File: src/rtl/vend_ctrl.sv
// Purpose : vending controller; accumulates coin credit, dispenses item A/B, pays change as unit pulses.
// Latency : every output is registered and responds one cycle after its inputs are sampled.
// Backpress: none; coins arriving while busy, on overflow or colliding with another coin/selection are
//            rejected with a coin_reject strobe.
//
// Ports:
//   clk, rst            : clock, synchronous active-high reset
//   coin1, coin5        : one-cycle coin pulses (1 and 5 units)
//   sel                 : 00 none, 01 buy A, 10 buy B, 11 cancel
//   credit              : registered credit value
//   dispense_a/_b       : one-cycle item release strobes
//   change_pulse        : one strobe per unit of change returned
//   coin_reject         : inserted coin was returned unaccepted
//   busy                : high while dispensing or paying change
module vend_ctrl #(
    parameter int PRICE_A    = 3,
    parameter int PRICE_B    = 5,
    parameter int CREDIT_W   = 5,
    parameter int MAX_CREDIT = 20
) (
    input  logic                clk,
    input  logic                rst,
    input  logic                coin1,
    input  logic                coin5,
    input  logic [1:0]          sel,
    output logic [CREDIT_W-1:0] credit,
    output logic                dispense_a,
    output logic                dispense_b,
    output logic                change_pulse,
    output logic                coin_reject,
    output logic                busy
);

    typedef enum logic [1:0] {
        S_IDLE,
        S_COLLECT,
        S_DISPENSE,
        S_CHANGE
    } state_t;

    // Credit arithmetic is carried one bit wider so credit + coin cannot wrap
    // before the MAX_CREDIT comparison.
    localparam logic [CREDIT_W:0]   PRICE_A_W = (CREDIT_W+1)'(PRICE_A);
    localparam logic [CREDIT_W:0]   PRICE_B_W = (CREDIT_W+1)'(PRICE_B);
    localparam logic [CREDIT_W:0]   MAX_W     = (CREDIT_W+1)'(MAX_CREDIT);
    localparam logic [CREDIT_W:0]   COIN1_W   = (CREDIT_W+1)'(1);
    localparam logic [CREDIT_W:0]   COIN5_W   = (CREDIT_W+1)'(5);
    localparam logic [CREDIT_W-1:0] ONE       = CREDIT_W'(1);

    state_t                state_q, state_d;
    logic [CREDIT_W-1:0]   credit_q, credit_d;
    logic                  dispense_a_q, dispense_a_d;
    logic                  dispense_b_q, dispense_b_d;
    logic                  change_pulse_q, change_pulse_d;
    logic                  coin_reject_q, coin_reject_d;
    logic                  busy_q, busy_d;

    logic                  coin_any;
    logic                  coin_both;
    logic                  buy;
    logic [CREDIT_W:0]     coin_val;
    logic [CREDIT_W:0]     credit_ext;
    logic [CREDIT_W:0]     sum;
    logic [CREDIT_W:0]     price;

    always_comb begin
        coin_any   = coin1 | coin5;
        coin_both  = coin1 & coin5;
        buy        = (sel == 2'b01) || (sel == 2'b10);
        coin_val   = coin5 ? COIN5_W : COIN1_W;
        credit_ext = {1'b0, credit_q};
        sum        = credit_ext + coin_val;
        price      = (sel == 2'b01) ? PRICE_A_W : PRICE_B_W;

        state_d        = state_q;
        credit_d       = credit_q;
        dispense_a_d   = 1'b0;
        dispense_b_d   = 1'b0;
        change_pulse_d = 1'b0;
        coin_reject_d  = 1'b0;

        unique case (state_q)
            S_IDLE: begin
                // Two coins at once are not a valid coin; both go back.
                if (coin_both) begin
                    coin_reject_d = 1'b1;
                end else if (coin_any) begin
                    credit_d = coin_val[CREDIT_W-1:0];
                    state_d  = S_COLLECT;
                end
            end

            S_COLLECT: begin
                if (coin_both) begin
                    coin_reject_d = 1'b1;
                end else if (sel == 2'b11) begin
                    coin_reject_d = coin_any;
                    if (credit_q == '0) begin
                        state_d = S_IDLE;
                    end else begin
                        // The first change pulse is issued on the entry edge,
                        // so the pulse count equals the credit at cancel time.
                        state_d        = S_CHANGE;
                        credit_d       = credit_q - ONE;
                        change_pulse_d = 1'b1;
                    end
                end else if (buy && (credit_ext >= price)) begin
                    coin_reject_d = coin_any;
                    credit_d      = credit_q - price[CREDIT_W-1:0];
                    state_d       = S_DISPENSE;
                    // The strobe registers double as the latched item choice.
                    dispense_a_d  = (sel == 2'b01);
                    dispense_b_d  = (sel == 2'b10);
                end else if (coin_any) begin
                    // Insufficient-credit selections fall through to here.
                    if (sum <= MAX_W) begin
                        credit_d = sum[CREDIT_W-1:0];
                    end else begin
                        coin_reject_d = 1'b1;
                    end
                end
            end

            S_DISPENSE: begin
                coin_reject_d = coin_any;
                if (credit_q != '0) begin
                    state_d        = S_CHANGE;
                    credit_d       = credit_q - ONE;
                    change_pulse_d = 1'b1;
                end else begin
                    state_d = S_IDLE;
                end
            end

            S_CHANGE: begin
                coin_reject_d = coin_any;
                if (credit_q != '0) begin
                    credit_d       = credit_q - ONE;
                    change_pulse_d = 1'b1;
                end else begin
                    state_d = S_IDLE;
                end
            end

            default: begin
                state_d  = S_IDLE;
                credit_d = '0;
            end
        endcase

        busy_d = (state_d == S_DISPENSE) || (state_d == S_CHANGE);
    end

    always_ff @(posedge clk) begin
        if (rst) begin
            state_q        <= S_IDLE;
            credit_q       <= '0;
            dispense_a_q   <= 1'b0;
            dispense_b_q   <= 1'b0;
            change_pulse_q <= 1'b0;
            coin_reject_q  <= 1'b0;
            busy_q         <= 1'b0;
        end else begin
            state_q        <= state_d;
            credit_q       <= credit_d;
            dispense_a_q   <= dispense_a_d;
            dispense_b_q   <= dispense_b_d;
            change_pulse_q <= change_pulse_d;
            coin_reject_q  <= coin_reject_d;
            busy_q         <= busy_d;
        end
    end

    assign credit       = credit_q;
    assign dispense_a   = dispense_a_q;
    assign dispense_b   = dispense_b_q;
    assign change_pulse = change_pulse_q;
    assign coin_reject  = coin_reject_q;
    assign busy         = busy_q;

endmodule

File: config.mk
export PLATFORM = sky130hd
export DESIGN_NAME = vend_ctrl
export DESIGN_NICKNAME = d
export VERILOG_FILES = /design/src/rtl/vend_ctrl.sv
export SDC_FILE = /design/constraint.sdc
export NUM_CORES = 1
export LEC_CHECK = 0
export BUFFER_PORTS_ARGS = -buffer_cell sky130_fd_sc_hd__buf_2
export CORE_MARGIN = 2
export CORE_UTILIZATION = 50
export DETAILED_ROUTE_END_ITERATION = 8
export GPL_TIMING_DRIVEN = 0
export MAX_ROUTING_LAYER = met4
export PLACE_DENSITY = 0.75
export SYNTH_ARGS = -nofsm -noshare
export SYNTH_HDL_FRONTEND = slang
export SYNTH_SLANG_ARGS = --single-unit
File: constraint.sdc
create_clock -name clk -period 2.44 [get_ports clk]
set_clock_uncertainty 0.1 [all_clocks]
set_input_delay 0.244 -clock clk [delete_from_list [all_inputs] [get_ports clk]]
set_output_delay 0.244 -clock clk [all_outputs]
set_load 0.01 [all_outputs]
=== After elaboration in Yosys (flattened, before gate mapping) ===
Cells that the tools add are included.

* Logic and storage cells: 73
* Bits of input ports: 6
* Register bits: 12
* Output and inout bits: 10

* Multiplexer cells: 33
* $lt $le $gt $ge: 2
* Reductions and logical operators: 9
* Bitwise gates (word level): 4
* Add/subtract/negate cells: 3
* Equal/unequal tests: 15

{| class="wikitable"
|+ Operators with widths
! cell !! count
|-
| 2-to-1 mux 5 bit || 9
|-
| 2-to-1 mux 2 bit || 8
|-
| case mux 5 bit (3 select lines) || 1
|-
| equality test 2 bit, second input constant || 6
|-
| 2-to-1 mux 1 bit || 10
|-
| != test 4 bit, second input constant || 2
|-
| case mux 2 bit (4 select lines) || 1
|-
| AND reduction 7 bit || 1
|-
| adder 5 x 3 -> 6 bit || 1
|-
| <= comparator 6 x 5 -> 1 bit, second input constant || 1
|-
| 2-to-1 mux 3 bit || 2
|-
| != test 2 bit, second input constant || 3
|-
| >= comparator 5 x 3 -> 1 bit || 1
|-
| zero test 5 bit || 1
|-
| nonzero test 5 bit || 1
|-
| OR reduction 5 bit || 1
|-
| subtractor 5 x 1 -> 5 bit, second input constant || 1
|-
| subtractor 5 x 3 -> 5 bit || 1
|-
| equality test 2 x 1 -> 1 bit, second input constant || 2
|-
| != test 3 bit, second input constant || 1
|-
| case mux 1 bit (3 select lines) || 1
|-
| zero test 2 bit || 1
|-
| logical OR 1 bit || 2
|-
| != test 2 x 1 -> 1 bit, second input constant || 1
|-
| 6 further kinds || 7
|}

=== Longest topological paths before layout ===
Gate-level depths: netlist of the first run.

* Depth in word-level cells: 10
* Gate-level depth with buffers: 11
* Gate-level depth less buffers: 11

=== Worst setup path before layout of the first run ===
No wires, ideal clock.

* Kind: input port to flip-flop
* From: input sel[1]
* To: register credit_q[4] (netlist: credit[4])
* Buffers on the path: 0
* Slack: -190 ps
* Setup time: 122 ps
* Cell stages on the path: 11
* Data required time: 2218 ps
* Arrival time: 2408 ps
* Cells stage by stage: inv_1 ha_1 inv_1 ha_1 ha_1 or4_4 o211ai_4 and2_4 a2bb2oi_4 a211oi_1 a311o_1

* Cells in the longest elaborated chain, start to end: 8
* Elaborated cells on any way between the ends: 16
* Classes of those cells: add/sub (1); order compare (1); eq/ne (6); mux (5); reduce/logical (3)

{| class="wikitable"
|+ Ends and longest elaborated chain
! item !! line !! RTL
|-
| start: declaration || 25 || <nowiki>input logic [1:0] sel,</nowiki>
|-
| equality test 2 x 1 -> 1 bit (*) || 73 || <nowiki>price = (sel == 2'b01) ? PRICE_A_W : PRICE_B_W;</nowiki>
|-
| 2-to-1 mux 3 bit (*) || 73 ||
|-
| named net price[1] || 64 || <nowiki>logic [CREDIT_W:0] price;</nowiki>
|-
| >= comparator 5 x 3 -> 1 bit || 107 || <nowiki>end else if (buy && (credit_ext >= price)) begin</nowiki>
|-
| logical AND 1 bit || 107 ||
|-
| 2-to-1 mux 5 bit || 107 ||
|-
| 2-to-1 mux 5 bit || 96 || <nowiki>end else if (sel == 2'b11) begin</nowiki>
|-
| 2-to-1 mux 5 bit || 94 || <nowiki>if (coin_both) begin</nowiki>
|-
| case mux 5 bit (3 select lines) || 82 || <nowiki>unique case (state_q)</nowiki>
|-
| end signal: assignment || 165 || <nowiki>credit_q <= credit_d;</nowiki>
|-
| end: declaration || 51 || <nowiki>logic [CREDIT_W-1:0] credit_q, credit_d;</nowiki>
|}

The timed path passes the listed nets; every way through them passes the cells marked *. The select of a mux whose other input is x is not followed.
A chain may end at the register's enable or synchronous reset.

=== Worst setup path after layout of the first run ===
* From: register credit_q[1] (netlist: credit[1])
* To: register credit_q[4] (netlist: credit[4])

* Cells in the longest elaborated chain, start to end: 7
* Elaborated cells on any way between the ends: 21
* Classes of those cells: add/sub (3); order compare (2); eq/ne (4); mux (8); reduce/logical (4)

{| class="wikitable"
|+ Ends and longest elaborated chain
! item
|-
| parallel branches: the longest is 7 deep, another holds adder 5 x 3 -> 6 bit
|}

Several ways; the timed one is not identified. The select of a mux whose other input is x is not followed.

==> results.tsv, run 1 <==
stage	metric	value	unit
setup_path	endpoint_kind	flip-flop	
setup_path	cp.arrival	2450	ps
sta	fin_setup_tns	0	ps
clock_network	cts_buffer_depth	2	
sta	period_minus_slack	2390	ps
cells_and_area	fin_cells	185	
setup_path	required	2500	ps
floorplanning	ios	16	
floorplanning	core-area	1940	µm²
cells_and_area	nFillCells	179	
drt	drc_errors	0	
setup_path	cpMostUsedCell	ha_4	
clock_network	cts_tree	done	
hold_path	hold_class	in2reg	
clock_network	cts_hold_buf	0	
setup_path	path_buf_inv	0	
grt	grt_max_degree	11	
place	port-buffer-count	15	
clock_network	cts.root.buffer_cell	clkbuf_4	
pwr	peakVddDrop	0.497	mV
synthesis	ys_seq_area_share	21.6	%
grt	grt_usage	24.9	%
pwr	leakagePower	0.567	nW
drt	dr.first_iter.drc_count	40	
cells_and_area	final_util	67.0	%
hold_path	hp-start	rst	
grt	grt_pass1_vias	1006	
sta	drv_slew	0	
setup_path	critical_path.slowest_cell	or4_4	
synthesis	synth_cells	132	
setup_path	cp_cell_sequence	ha_4, ha_4, or4_4, o211ai_4, and2_4, a2bb2oi_4, a211oi_2, a311o_1	
synthesis	async_flop_share	0	%
synthesis	synth_cell_types	45	
setup_path	path_class	reg2reg	
drt	post_drt_wl_per_cell	15.1	µm
grt	grt_pass1_wl	4500	µm
synthesis	syn_nets	148	
synthesis	synth.area.top_cells	dfxtp_1 22%, ha_1 11%, nand2_1 6.3%	
place	place_inst	174	
sta	period_share	98.0	%
drt	drtAntennaViolNets	0	
run	drv.max_cap_violation_count	0	
sta	fmax	418	MHz
synthesis	yosysMostFrequentCell	nand2_1	
drt	via_per_inst	6.04	
clock_network	htreeDepth	1	
floorplanning	dieArea	2420	µm²
cells_and_area	antenna_cells	0	
setup_path	path_delay_family	compound AO/OA/AOI/OAI gates	
setup_path	timing.rr.start	credit[1]	
cells_and_area	drive_gt1_share	27.2	%
setup_path	worstPathMaxFanout	5	
drt	drt-total-wl	2800	µm
clock_network	cts.sink_count	11	
synthesis	syn_area	1020	µm²
drt	vias	1117	
sta	tightest_slew	473	ps
synthesis	synth_enable_flop_cells	0	
place	placed_area	1190	µm²
grt	grt_overflow	0	
floorplanning	initial_core_util	52.6	%
grt	grt_antenna_before_repair	0	
grt	grt_most_used_layer	met2	
sta	hold_viol	0	
floorplanning	fp-row-count	16	
synthesis	yosysWarnings	0	
synthesis	syn_area_per_cell	7.73	µm²
cells_and_area	fin_nets	175	
synthesis	yosys_most_used_dff	dfxtp_1	
sta	finalSetupViolations	0	
setup_path	start_kind	flip-flop	
synthesis	synth_commonest_cells	17 x nand2_1, 11 x dfxtp_1, 11 x nor2_1, 10 x inv_1	
cells_and_area	area_growth_syn_to_layout	27.5	%
floorplanning	die_h	49.2	µm
clock_network	cts_buffers	3	
clock_network	cts.clk_slew.worst_paths	70	ps
synthesis	netlist.area_leader.share	21.6	%
sta	max_slew_margin	68.4	%
drt	drt_pass1_iterations	4	
grt	use_met1	31.2	%
setup_path	cp-startpoint	credit[1]	
place	dp_hpwl	1980	µm
grt	use_met3	5.83	%
cells_and_area	design_area	1300	µm²
setup_path	worst_path_largest_cell_delay	430	ps
place	gp_congestion	0.900	
sta	rsz0062_at_grt	true	
floorplanning	die_x	49.2	µm
clock_network	clk_latency	270	ps
synthesis	synth_area_leader_cell	dfxtp_1	
run_status	status	completed	
synthesis	ys_ff_latch	11	
grt	gr-usage-met2	39.4	%
pwr	powerDensity	579	nW/µm²
## through the flow
stage                     power [mW]  worst slack, ps  hold slack, ps
after global routing           0.806            -16.9             253
after CTS                      0.720            0.719             239
after global placement         0.563             -431             509
after floorplan                0.491            -67.1             350
after detailed placement       0.572             -473             522
final                          0.753             49.8             249
## flip-flops by register name (all words and copies together) (netlist names), named ones only
signal and cells:
state_q 1, dispense_a 1, dispense_b 1, credit 5
coin_reject 1, change_pulse 1
## metal layers
metal | vias to the layer above | routed length [µm]
li1 | 534 | -
met1 | 526 | 1150
met2 | 49 | 1400
met3 | 8 | 200
met4 | 0 | 48
met5 | - | 0
## worst min-delay path, cell delays in order
cell,delay (ps)
buf_2,90
nor2_1,60
and3_1,180
## what timing repair did
action                     4_1_cts  5_1_grt
setup endpoints to repair        5        5
gates resized for setup          3        8
pin swaps                        1        5
buffers inserted                 4        3
## cells in the final DEF, fill, tap and decap left out, types with 5 or more instances in the layout
| master | netlist | final |
|---|---|---|
| a21oi_1 | 9 | 9 |
| buf_2 | 1 | 15 |
| buf_4 | 0 | 6 |
| clkbuf_1 | 4 | 5 |
| dfxtp_1 | 11 | 8 |
| ha_1 | 9 | 6 |
| inv_1 | 10 | 8 |
| nand2_1 | 17 | 17 |
| nor2_1 | 11 | 11 |
| nor3_1 | 5 | 5 |
| o21ai_0 | 6 | 6 |
## cell type report
cell class	count	area (µm²)	share of cell area [%]
multi-input combinational	106	805	61.8
inverter	10	52.6	4.04
timing repair buffer	22	138	10.6
tap	27	33.8	2.60
clock buffer	4	26.3	2.02
buffer	5	20.0	1.54
sequential	11	226	17.4
## where the power goes
part / switching [mW] / total, mW / leakage [nW] / internal [mW]
Clock: 0.0641 / 0.127 / 0.0150 / 0.0633
Combinational: 0.218 / 0.400 / 0.461 / 0.182
Sequential: 0.0271 / 0.225 / 0.0911 / 0.198
## final timing paths
path | to | slack (ps) | cells past startpoint
setup reg to reg | credit[4] | 50 | 8
setup / recovery | credit[4] | 50 | 8
hold reg to reg | credit[1] | 520 | 2
hold / removal | dispense_b | 250 | 3
## kinds of logic (layout without fill, tap and decap cells)
logic type / count (synthesis) / in the layout / synth area share (%)
adder cells (fa/ha/maj): 10 / 10 / 13.0
multiplexers: 2 / 2 / 1.96
XOR/XNOR: 4 / 4 / 3.43
buffers and inverters: 15 / 41 / 5.64
AO/OA/AOI/OAI: 40 / 40 / 30.3
AND/OR/NAND/NOR: 50 / 50 / 24.1
flip-flops: 11 / 11 / 21.6
Note: power is estimated with default switching activity, not from simulation.
==> inputs of run 2 (changes only) <==
--- a/config.mk
+++ b/config.mk
@@ -7,11 +7,13 @@
 export LEC_CHECK = 0
 export BUFFER_PORTS_ARGS = -buffer_cell sky130_fd_sc_hd__buf_2
 export CORE_MARGIN = 2
-export CORE_UTILIZATION = 50
+export CORE_UTILIZATION = 52
+export CTS_BUF_LIST = sky130_fd_sc_hd__clkbuf_4 sky130_fd_sc_hd__clkbuf_8
 export DETAILED_ROUTE_END_ITERATION = 8
 export GPL_TIMING_DRIVEN = 0
 export MAX_ROUTING_LAYER = met4
-export PLACE_DENSITY = 0.75
+export PLACE_DENSITY = 0.77
+export REMOVE_ABC_BUFFERS = 1
 export SYNTH_ARGS = -nofsm -noshare
 export SYNTH_HDL_FRONTEND = slang
 export SYNTH_SLANG_ARGS = --single-unit
==> run 2 against run 1 <==
  * Via count is 2.5% lower
  * Design area is 3.4% lower
  * Combinational power is 5% lower
  * Worst setup slack better by 25 ps
  * Worst hold slack worse by 41 ps
  * Global-route usage is 1.2 points lower
  * Routed wire length is 1.8% lower
  * Critical endpoint is now credit[0]
==> results.tsv, run 2 (synthesized netlist as in run 1, its figures left out) <==
stage	metric	value	unit
setup_path	worstPathMaxFanout	4	
clock_network	htreeDepth	1	
cells_and_area	fin_nets	169	
floorplanning	initial_core_util	53.7	%
floorplanning	ios	16	
cells_and_area	largest_register_ffs	5	
pwr	p_switching	0.303	mW
clock_network	cts_buffers	3	
drt	drc_errors	0	
setup_path	critical_path.slowest_cell	or4_4	
pwr	pwr-share-seq	31.3	%
setup_path	path_buf_inv	4	
setup_path	cpMostUsedCell	ha_4	
drt	dr.first_iter.drc_count	42	
cells_and_area	antenna_cells	0	
place	port-buffer-count	15	
floorplanning	fp-row-count	16	
cells_and_area	nFillCells	166	
floorplanning	die_x	48.3	µm
sta	period_minus_slack	2360	ps
pwr	leakagePower	0.549	nW
pwr	peakVddDrop	0.414	mV
cells_and_area	drive_gt1_share	28.3	%
drt	post_drt_wl_per_cell	15.3	µm
sta	tightest_slew	419	ps
clock_network	cts_buffer_depth	2	
place	gp_congestion	0.868	
sta	drv_slew	0	
setup_path	start_kind	primary input	
drt	drtAntennaViolNets	0	
setup_path	worst_path_largest_cell_delay	430	ps
sta	fin_setup_tns	0	ps
clock_network	cts_tree	done	
clock_network	cts.root.buffer_cell	clkbuf_4	
cells_and_area	final_cell_mix	17 x nand2_1, 15 x buf_2, 11 x nor2_1	
grt	grt_antenna_before_repair	0	
sta	finalSetupViolations	0	
cells_and_area	area_growth_syn_to_layout	23.2	%
floorplanning	dieArea	2330	µm²
cells_and_area	design_area	1260	µm²
clock_network	cts.clk_slew.worst_paths	70	ps
hold_path	hold_class	in2reg	
sta	fmax	423	MHz
grt	grt_pass1_wl	4190	µm
setup_path	required	2520	ps
sta	period_share	96.9	%
pwr	powerDensity	597	nW/µm²
clock_network	cts.sink_count	11	
setup_path	cp.arrival	2450	ps
floorplanning	core-area	1900	µm²
grt	grt_overflow	0	
setup_path	path_class	in2reg	
pwr	clkPwrFrac	17.9	%
pwr	power	0.751	mW
place	dp_hpwl	1780	µm
drt	drt_pass1_iterations	5	
cells_and_area	final_common_cell	nand2_1	
sta	max_slew_margin	72.0	%
place	placed_area	1110	µm²
run	drv.max_cap_violation_count	0	
drt	via_per_inst	6.08	
cells_and_area	final_util	66.1	%
drt	vias	1089	
setup_path	path_delay_family	simple AND/OR/NAND/NOR gates	
pwr	p_comb_share	50.9	%
clock_network	clk_latency	270	ps
clock_network	cts_hold_buf	0	
floorplanning	die_h	48.3	µm
grt	grt_pass1_vias	914	
pwr	p_int	0.448	mW
grt	grt_usage	23.6	%
grt	grt_max_degree	18	
run_status	status	completed	
drt	drt-total-wl	2750	µm
sta	hold_viol	0	
setup_path	cp_cell_sequence	buf_2, inv_1, ha_4, inv_2, ha_4, ha_1, or4_4, o211ai_4, and2_4, a2bb2oi_4, buf_4, nor3_1, a211oi_1	
pwr	netSwitchingFraction	40.3	%
setup_path	endpoint_kind	flip-flop	
==> run 2: path summary, 6_finish.rpt <==
path              startpoint            to  slack [ps]  cells after the start
setup reg to reg   credit[1]     credit[0]          80                      9
setup / recovery      sel[1]     credit[0]          80                     13
hold / removal           rst  change_pulse         210                      2
hold reg to reg    credit[1]     credit[1]         510                      2
==> run 2: final cells by class <==
cell class / instances / area (µm²) / area share [%]
multi-input combinational: 107 / 816 / 64.9
sequential: 11 / 228 / 18.1
timing repair buffer: 20 / 113 / 8.96
inverter: 10 / 37.5 / 2.99
tap: 27 / 33.8 / 2.69
clock buffer: 4 / 30.0 / 2.39
==> run 2: routing by layer <==
metal | vias up | track usage [%] | part of all wire (%)
met5 | - | - | 0
met4 | 0 | 6.19 | 3.3
met3 | 10 | 6.17 | 8.1
met2 | 63 | 40.0 | 48
met1 | 492 | 28.0 | 41
li1 | 524 | - | -
==> run 2: power groups by stage <==
stage | registers [mW] | logic (mW) | clock network (mW)
2_1_floorplan | 0.233 | 0.238 | 0
3_3_place_gp | 0.235 | 0.304 | 0
3_5_place_dp | 0.236 | 0.312 | 0
4_1_cts | 0.231 | 0.360 | 0.138
5_1_grt | 0.238 | 0.414 | 0.145
6_report | 0.235 | 0.382 | 0.134
==> run 2: timing repair <==
item / in CTS / in global routing
pin swaps: 1 / 3
endpoints found under the setup margin: 6 / 5
setup buffers: 4 / 1
gates cloned: 1 / 0
resized for setup: 9 / 8
==> run 2: through the flow <==
stage | cells | hold WS [ps] | worst slack [ps]
3_5_place_dp | 169 | 473 | -535
3_3_place_gp | 169 | 461 | -491
2_1_floorplan | 127 | 216 | -190
5_1_grt | 179 | 222 | -8.51
6_report | 179 | 208 | 75.3
4_1_cts | 178 | 199 | 14.7
==> inputs of run 3 (changes only) <==
--- a/config.mk
+++ b/config.mk
@@ -6,6 +6,7 @@
 export NUM_CORES = 1
 export LEC_CHECK = 0
 export BUFFER_PORTS_ARGS = -buffer_cell sky130_fd_sc_hd__buf_2
+export CORE_ASPECT_RATIO = 1.2
 export CORE_MARGIN = 2
 export CORE_UTILIZATION = 52
 export CTS_BUF_LIST = sky130_fd_sc_hd__clkbuf_4 sky130_fd_sc_hd__clkbuf_8
==> run 3 against run 2 <==
  * Worst hold slack worse by 33 ps
  * Final cell count fell by 3.4%
  * Worst setup slack worse by 53 ps
  * Global-route usage is 3.2 points higher
  * Sequential power about the same
  * Maximum frequency down 2.2%
  * Sequential share of layout area shrank 0.17 points
  * Core utilization increased by 2.1 points
  * First-iteration DRC count up 4.8%
  * Largest cell class unchanged
==> results.tsv, run 3 (synthesized netlist as in run 1, its figures left out) <==
stage	metric	value	unit
run_status	status	completed	
clock_network	cts_hold_buf	0	
cells_and_area	largest_register_ffs	5	
clock_network	clk_latency	280	ps
sta	period_share	99.1	%
setup_path	cp_cell_sequence	ha_4, ha_4, or4_4, o211ai_4, and2_4, a2bb2oi_4, a211oi_2, a311o_1	
sta	max_slew_margin	55.1	%
sta	whs	175	ps
floorplanning	ios	16	
floorplanning	dieArea	2340	µm²
clock_network	cts.clk_slew.worst_paths	80	ps
cells_and_area	final_util	68.2	%
setup_path	worstPathMaxFanout	7	
grt	grt_max_degree	18	
setup_path	path_buf_inv	0	
clock_network	cts_tree	done	
cells_and_area	regArea	226	µm²
cells_and_area	multi_input_area	802	µm²
floorplanning	fp-row-count	17	
setup_path	required	2510	ps
place	gp_congestion	0.910	
clock_network	cts.root.buffer_cell	clkbuf_4	
floorplanning	die_x	44.5	µm
sta	drv_slew	0	
grt	grt_antenna_before_repair	0	
sta	tightest_slew	672	ps
cells_and_area	final_common_cell	nand2_1	
sta	hold_viol	0	
cells_and_area	antenna_cells	0	
sta	fmax	414	MHz
hold_path	worstHoldPathCells	2	
drt	via_per_inst	6.18	
floorplanning	die_h	52.5	µm
hold_path	hold_class	in2reg	
drt	drc_errors	0	
clock_network	cts_buffers	3	
drt	dr.first_iter.drc_count	44	
drt	drt_pass1_iterations	4	
setup_path	path_delay_family	compound AO/OA/AOI/OAI gates	
pwr	peakVddDrop	0.328	mV
grt	grt_pass1_wl	4440	µm
setup_path	cp.arrival	2490	ps
sta	finalSetupViolations	0	
grt	grt_usage	26.8	%
sta	rsz0062_at_grt	true	
setup_path	critical_path_depth	8	
pwr	power	0.765	mW
setup_path	reg2reg_depth	8	
grt	grt_pass1_vias	1013	
setup_path	cpMostUsedCell	ha_4	
pwr	powerDensity	606	nW/µm²
cells_and_area	nFillCells	164	
setup_path	worst_path_largest_cell_delay	420	ps
drt	vias	1069	
place	dp_hpwl	1860	µm
floorplanning	core-area	1850	µm²
cells_and_area	fin_nets	171	
place	port-buffer-count	15	
cells_and_area	drive_gt1_share	28.6	%
clock_network	cts.sink_count	11	
clock_network	cts_buffer_depth	2	
setup_path	start_kind	flip-flop	
drt	drtAntennaViolNets	0	
cells_and_area	final_cell_mix	17 x nand2_1, 15 x buf_2, 11 x nor2_1	
drt	drt-total-wl	2720	µm
setup_path	path_class	reg2reg	
place	place_inst	161	
cells_and_area	fin_cells	173	
setup_path	critical_path.slowest_cell	or4_4	
cells_and_area	area_growth_syn_to_layout	23.7	%
grt	grt_overflow	0	
pwr	leakagePower	0.560	nW
run	drv.max_cap_violation_count	0	
drt	post_drt_wl_per_cell	15.7	µm
clock_network	htreeDepth	1	
floorplanning	initial_core_util	55.2	%
setup_path	endpoint_kind	flip-flop	
sta	period_minus_slack	2420	ps
[run 3: worst reg2reg max path, delay by kind of cell, from the launching register on]
kind | cells | cell delay (ps)
AOI/OAI and AO/OA | 4 | 820
and+or+nand+nor | 2 | 620
adders and majority gates | 2 | 400
DFF | 1 | 360
[run 3: final cells by class]
type | instances | share of cell area (%)
clock buffer | 4 | 2.38
inverter | 10 | 2.97
multi-input combinational | 106 | 63.5
sequential | 11 | 17.9
tap | 19 | 1.88
timing repair buffer | 23 | 11.3
[run 3: path summary, 6_finish.rpt]
kind,start,endpoint,slack [ps]
setup / recovery,credit[1],credit[4],20
hold / removal,rst,credit[0],170
setup reg to reg,credit[1],credit[4],20
hold reg to reg,credit[2],credit[2],520
[run 3: stage by stage]
stage	setup WS (ps)	cell area, µm²	TNS (ps)
floorplan	-190	1000	-466
global route	-59.7	1260	-114
finish	22.2	1260	0
global placement	-510	1100	-2490
CTS	15.1	1220	0
detailed placement	-538	1100	-2720
[run 3: power breakdown]
part | switching [mW] | internal (mW) | total [mW] | leakage [nW]
registers | 0.0391 | 0.198 | 0.237 | 0.0911
clock network | 0.0677 | 0.0746 | 0.142 | 0.0184
logic | 0.204 | 0.182 | 0.385 | 0.450
total | 0.310 | 0.454 | 0.765 | 0.560
[run 3: timing repair]
action,CTS,global route
pin swaps,2,3
endpoints found under the setup margin,6,6
gates resized for setup,8,9
buffers inserted,8,0
[run 3: layer usage]
| metal | part of all wire (%) | GRT usage [%] | vias up |
|---|---|---|---|
| met2 | 50 | 40.9 | 51 |
| met3 | 5.8 | 4.48 | 8 |
| met4 | 2.0 | 17.7 | 0 |
| met5 | 0 | - | - |
| met1 | 42 | 32.1 | 486 |
| li1 | - | - | 524 |
